===== src/rtl/hazard_ctrl_pipe.sv =====
// hazard_ctrl_pipe: control path of a 5-stage in-order pipeline. Carries decode
// controls through execute, memory and writeback, resolves branches/jumps in
// execute, selects operand forwarding and detects load-use hazards.
module hazard_ctrl_pipe (
  input  logic       clk,
  input  logic       reset,
  // Decode-stage controls
  input  logic       RegWriteD,
  input  logic       MemWriteD,
  input  logic       JumpD,
  input  logic       BranchD,
  input  logic       ALUSrcD,
  input  logic [1:0] ResultSrcD,
  input  logic [2:0] ALUControlD,
  input  logic [4:0] Rs1D,
  input  logic [4:0] Rs2D,
  input  logic [4:0] RdD,
  // ALU zero flag of the instruction in execute
  input  logic       ZeroE,
  // Execute-stage controls
  output logic       RegWriteE,
  output logic       MemWriteE,
  output logic       ALUSrcE,
  output logic [1:0] ResultSrcE,
  output logic [2:0] ALUControlE,
  // Memory-stage controls
  output logic       RegWriteM,
  output logic       MemWriteM,
  output logic [1:0] ResultSrcM,
  // Writeback-stage controls
  output logic       RegWriteW,
  output logic [1:0] ResultSrcW,
  // Destination register per stage
  output logic [4:0] RdE,
  output logic [4:0] RdM,
  output logic [4:0] RdW,
  // Hazard unit
  output logic       PCSrcE,
  output logic [1:0] ForwardAE,
  output logic [1:0] ForwardBE,
  output logic       StallF,
  output logic       StallD,
  output logic       FlushD,
  output logic       FlushE
);

  localparam logic [1:0] ResultMem = 2'b01;
  localparam logic [1:0] FwdNone   = 2'b00;
  localparam logic [1:0] FwdWb     = 2'b01;
  localparam logic [1:0] FwdMem    = 2'b10;

  typedef struct packed {
    logic       reg_write;
    logic       mem_write;
    logic       jump;
    logic       branch;
    logic       alu_src;
    logic [1:0] result_src;
    logic [2:0] alu_control;
    logic [4:0] rs1;
    logic [4:0] rs2;
    logic [4:0] rd;
  } de_t;

  typedef struct packed {
    logic       reg_write;
    logic       mem_write;
    logic [1:0] result_src;
    logic [4:0] rd;
  } em_t;

  typedef struct packed {
    logic       reg_write;
    logic [1:0] result_src;
    logic [4:0] rd;
  } mw_t;

  de_t  de_d, de_q;
  em_t  em_d, em_q;
  mw_t  mw_d, mw_q;
  logic lw_stall;

  // D->E next state: the decoded instruction, or an all-zero bubble on flush.
  always_comb begin
    de_d = '0;
    if (!FlushE) begin
      de_d.reg_write   = RegWriteD;
      de_d.mem_write   = MemWriteD;
      de_d.jump        = JumpD;
      de_d.branch      = BranchD;
      de_d.alu_src     = ALUSrcD;
      de_d.result_src  = ResultSrcD;
      de_d.alu_control = ALUControlD;
      de_d.rs1         = Rs1D;
      de_d.rs2         = Rs2D;
      de_d.rd          = RdD;
    end
  end

  // E->M and M->W next state: later stages always advance, never stall or flush.
  always_comb begin
    em_d            = '0;
    em_d.reg_write  = de_q.reg_write;
    em_d.mem_write  = de_q.mem_write;
    em_d.result_src = de_q.result_src;
    em_d.rd         = de_q.rd;
    mw_d            = '0;
    mw_d.reg_write  = em_q.reg_write;
    mw_d.result_src = em_q.result_src;
    mw_d.rd         = em_q.rd;
  end

  // Pipeline registers; reset discards every in-flight instruction immediately.
  always_ff @(posedge clk or posedge reset) begin
    if (reset) begin
      de_q <= '0;
      em_q <= '0;
      mw_q <= '0;
    end else begin
      de_q <= de_d;
      em_q <= em_d;
      mw_q <= mw_d;
    end
  end

  // Per-stage control outputs straight from the pipeline registers.
  always_comb begin
    RegWriteE   = de_q.reg_write;
    MemWriteE   = de_q.mem_write;
    ALUSrcE     = de_q.alu_src;
    ResultSrcE  = de_q.result_src;
    ALUControlE = de_q.alu_control;
    RdE         = de_q.rd;
    RegWriteM   = em_q.reg_write;
    MemWriteM   = em_q.mem_write;
    ResultSrcM  = em_q.result_src;
    RdM         = em_q.rd;
    RegWriteW   = mw_q.reg_write;
    ResultSrcW  = mw_q.result_src;
    RdW         = mw_q.rd;
  end

  // Branch resolution and load-use detection; a taken branch/jump overrides the
  // stall because the dependent instruction in decode is being squashed anyway.
  always_comb begin
    PCSrcE   = (de_q.branch & ZeroE) | de_q.jump;
    lw_stall = (de_q.result_src == ResultMem) && (de_q.rd != 5'd0) &&
               ((Rs1D == de_q.rd) || (Rs2D == de_q.rd));
    StallF   = lw_stall & ~PCSrcE;
    StallD   = lw_stall & ~PCSrcE;
    FlushD   = PCSrcE;
    FlushE   = lw_stall | PCSrcE;
  end

  // Operand forwarding; the memory stage holds the younger result so it wins.
  always_comb begin
    ForwardAE = FwdNone;
    if (em_q.reg_write && (em_q.rd == de_q.rs1) && (de_q.rs1 != 5'd0)) begin
      ForwardAE = FwdMem;
    end else if (mw_q.reg_write && (mw_q.rd == de_q.rs1) && (de_q.rs1 != 5'd0)) begin
      ForwardAE = FwdWb;
    end
    ForwardBE = FwdNone;
    if (em_q.reg_write && (em_q.rd == de_q.rs2) && (de_q.rs2 != 5'd0)) begin
      ForwardBE = FwdMem;
    end else if (mw_q.reg_write && (mw_q.rd == de_q.rs2) && (de_q.rs2 != 5'd0)) begin
      ForwardBE = FwdWb;
    end
  end

endmodule


===== config.mk =====
export PLATFORM = sky130hd
export DESIGN_NAME = hazard_ctrl_pipe
export DESIGN_NICKNAME = d
export VERILOG_FILES = /design/src/rtl/hazard_ctrl_pipe.sv
export SDC_FILE = /design/constraint.sdc
export NUM_CORES = 1
export LEC_CHECK = 0
export CORE_MARGIN = 3
export CORE_UTILIZATION = 48
export CTS_CLUSTER_SIZE = 20
export DETAILED_ROUTE_END_ITERATION = 8
export DONT_BUFFER_PORTS = 1
export PLACE_DENSITY_LB_ADDON = 0.12
export SETUP_SLACK_MARGIN = 0.02
export SYNTH_ARGS = -nofsm -noshare
export SYNTH_HDL_FRONTEND = slang
export SYNTH_SLANG_ARGS = --single-unit
export TNS_END_PERCENT = 10

===== constraint.sdc =====
create_clock -name clk -period 1.73 [get_ports clk]
set_clock_uncertainty 0.15 [all_clocks]
set_input_delay 0.173 -clock clk [delete_from_list [all_inputs] [get_ports clk]]
set_output_delay 0.173 -clock clk [all_outputs]
set_load 0.03 [all_outputs]

==> impl_metrics.json <==
{
  "antenna_found_initial": 0,
  "synth-xor-area-share": 0.137,
  "timing.setup.tns_ns": -6.02,
  "synth_area_mm2": 0.00192,
  "finalCritPeriodShare": 1.23,
  "nFillCells": 266,
  "drtAntennaViolNets": 0,
  "rsz0062_at_grt": "yes",
  "seq_area_mm2": 0.00106,
  "avgRoutedWirePerCell_um": 17.3,
  "max_freq_ghz": 0.471,
  "hp-class": "in2reg",
  "dp_hpwl_um": 3210,
  "die_height_um": 69.2,
  "drt_pass1_iterations": 4,
  "synth_common_cells": "42 x dfrtp_1, 29 x nand2_1, 26 x xnor2_1",
  "ir_drop_mv": 0.510,
  "core_area_mm2": 0.00374,
  "synth-compound-area-share": 0.131,
  "yosys.area_share.simple": 0.112,
  "wl_um": 4940,
  "placement.io_buffers": 0,
  "fin_util": 0.755,
  "gp_congestion": 0.887,
  "relSlewSlack": 0.594,
  "tightest_slew_ns": 0.608,
  "path_cells": "buf_4, xnor2_2, nand2_1, o22a_2, nor3_4, buf_12",
  "yosysMostFrequentCell": "dfrtp_1",
  "ys_types": 23,
  "synth_cells": 169,
  "dieArea_mm2": 0.00479,
  "synth-edff-count": 0,
  "synth_fa_ha_area_frac": 0,
  "syn-num-nets": 197,
  "clk_path_buf_depth": 2,
  "synth_top_family_by_area": "XOR/XNOR gates",
  "drt-initial-drc-count": 50,
  "clock_sinks": 42,
  "cp_max_fo": 3,
  "reg2reg_setup_slack_ns": -0.18,
  "synthMuxAreaShare": 0,
  "grt_pass1_vias": 1536,
  "status": "finished with violations",
  "clk_pin_slew_ns": 0.07,
  "die_width_um": 69.2,
  "fin_area_mm2": 0.00283,
  "areaGrowthSynthToFinish_pct": 47.5,
  "slowest_delay_ns": 0.41,
  "multi_input_area_um2": 896,
  "cts_made_buffers": 5,
  "synth.yosys.warnings": 0,
  "setup_viol": 32,
  "viasPerCell": 5.14,
  "path_class": "reg2out",
  "ys_ff_latch": 42,
  "end_kind": "output port",
  "drive_gt1_frac": 0.450,
  "nNetsFinal": 265,
  "hold_viol": 0,
  "finalCriticalPeriod_ns": 2.12,
  "p_total_w": 0.00272,
  "synthTopCellsByArea": "dfrtp_1 55%, xnor2_1 12%, a21oi_2 9.1%",
  "htreeDepth": 2,
  "dpl_cell_area_mm2": 0.00233,
  "drc_errors": 0,
  "crit_slowest_cell": "dfrtp_1",
  "critPathArrivalTime_ns": 1.80,
  "cp.required_ns": 1.41,
  "maxCapViolCount": 0,
  "grt_first_pass_wirelength_um": 7640,
  "drv_slew": 0,
  "ys.flop_type": "dfrtp_1",
  "pwr_density_cell_mw_per_mm2": 961,
  "synth_top_area_frac": 0.548,
  "ys_seq_area_frac": 0.548,
  "rows": 22,
  "num_vias": 1471,
  "antenna_cells": 0,
  "violations": "setup timing",
  "start_util": 0.512,
  "leakage_nw": 1.25,
  "cts_root_buf": "clkbuf_8",
  "grt_max_degree": 29,
  "ios": 67,
  "grt.overflow.total": 0,
  "worstSetupStartpointType": "flop",
  "syn_avg_cell_area_um2": 11.3,
  "synthArstFlopShare": 1.00,
  "cts_tree": "done",
  "layout_setup_ws_ns": -0.393,
  "insertion_delay_ns": 0.29,
  "grt_usage": 0.204,
  "synth_top_area_cell": "dfrtp_1"
}
==> critical path, delay by kind of cell, from the launching register on <==
family,cells,cell delay [ns]
buffers and inverters,2,0.33
AO/OA/AOI/OAI,1,0.26
XOR/XNOR,1,0.18
flip-flops,1,0.41
AND/OR/NAND/NOR,2,0.33
==> area by class of cell <==
cell class / instances / area share
inverter: 2 / 0.00265
sequential: 42 / 0.373
timing repair buffer: 79 / 0.255
clock buffer: 6 / 0.0257
tap: 48 / 0.0212
clock inverter: 2 / 0.00487
multi-input combinational: 107 / 0.317
==> sequential cells by signal, indices dropped and copies added, names as in the netlist <==
register     cells
ResultSrcM       2
RegWriteM        1
RegWriteE        1
RdW              5
MemWriteE        1
RegWriteW        1
ResultSrcW       2
ALUSrcE          1
ResultSrcE       2
ALUControlE      3
RdM              5
MemWriteM        1
de_q            12
RdE              5
==> logic make-up after synthesis <==
| kind of cell | after synthesis |
|---|---|
| and+or+nand+nor | 46 |
| buffers and inverters | 20 |
| xor gates and xnor gates | 30 |
| AOI/OAI and AO/OA | 31 |
| DFF | 42 |
==> per-layer routing <==
metal | routed length, um | global-route usage
met1 | 1720 | 0.220
met2 | 2770 | 0.368
met3 | 357 | 0.0667
met4 | 95 | 0.0803
met5 | 0 | 0
==> power by group <==
group	internal, W	total, W	switching (W)
Combinational	0.000394	0.000866	0.000471
Sequential	0.00108	0.00123	0.000144
Clock	0.000285	0.000624	0.000339
Total	0.00176	0.00272	0.000954
==> through the flow <==
step,hold WS (ns),worst slack [ns],cells
after CTS,0.0894,-0.353,282
after global routing,0.107,-0.454,286
after floorplan,0.133,-0.165,169
after detailed placement,0.0142,-0.0533,245
final,0.0987,-0.393,286
after global placement,-0.00873,-0.0156,245
==> final timing paths <==
check	cells past startpoint	to	start
worst max-delay path	6	StallD	RdE[2]$_DFF_PP0_
worst min register to register	0	RegWriteW$_DFF_PP0_	RegWriteM$_DFF_PP0_
worst max register to register	9	RdE[2]$_DFF_PP0_	RdE[2]$_DFF_PP0_
max in group asynchronous	3	RdM[3]$_DFF_PP0_	reset
worst min-delay path	4	RdE[3]$_DFF_PP0_	ZeroE
min in group asynchronous	2	ALUControlE[2]$_DFF_PP0_	reset
==> placed cells by master (no fill, tap or decap), drive strengths merged, types with 3 or more instances in the layout <==
| cell | netlist | final |
|---|---|---|
| a21oi | 26 | 26 |
| buf | 16 | 53 |
| clkbuf | 2 | 6 |
| dfrtp | 42 | 42 |
| dlygate4sd3 | 0 | 26 |
| nand2 | 29 | 29 |
| nand4 | 4 | 4 |
| nor4 | 4 | 4 |
| or4 | 3 | 3 |
| xnor2 | 26 | 26 |
| xor2 | 4 | 4 |
==> timing repair <==
| item | CTS | global route |
|---|---|---|
| hold buffers | 26 | 0 |
| buffers inserted | 3 | 4 |
| hold endpoints to repair | 39 | 0 |
| pin swaps | 9 | 6 |
| setup endpoints to repair | 32 | 32 |
| resized for setup | 8 | 10 |
Power figures use the tool's default switching activity.
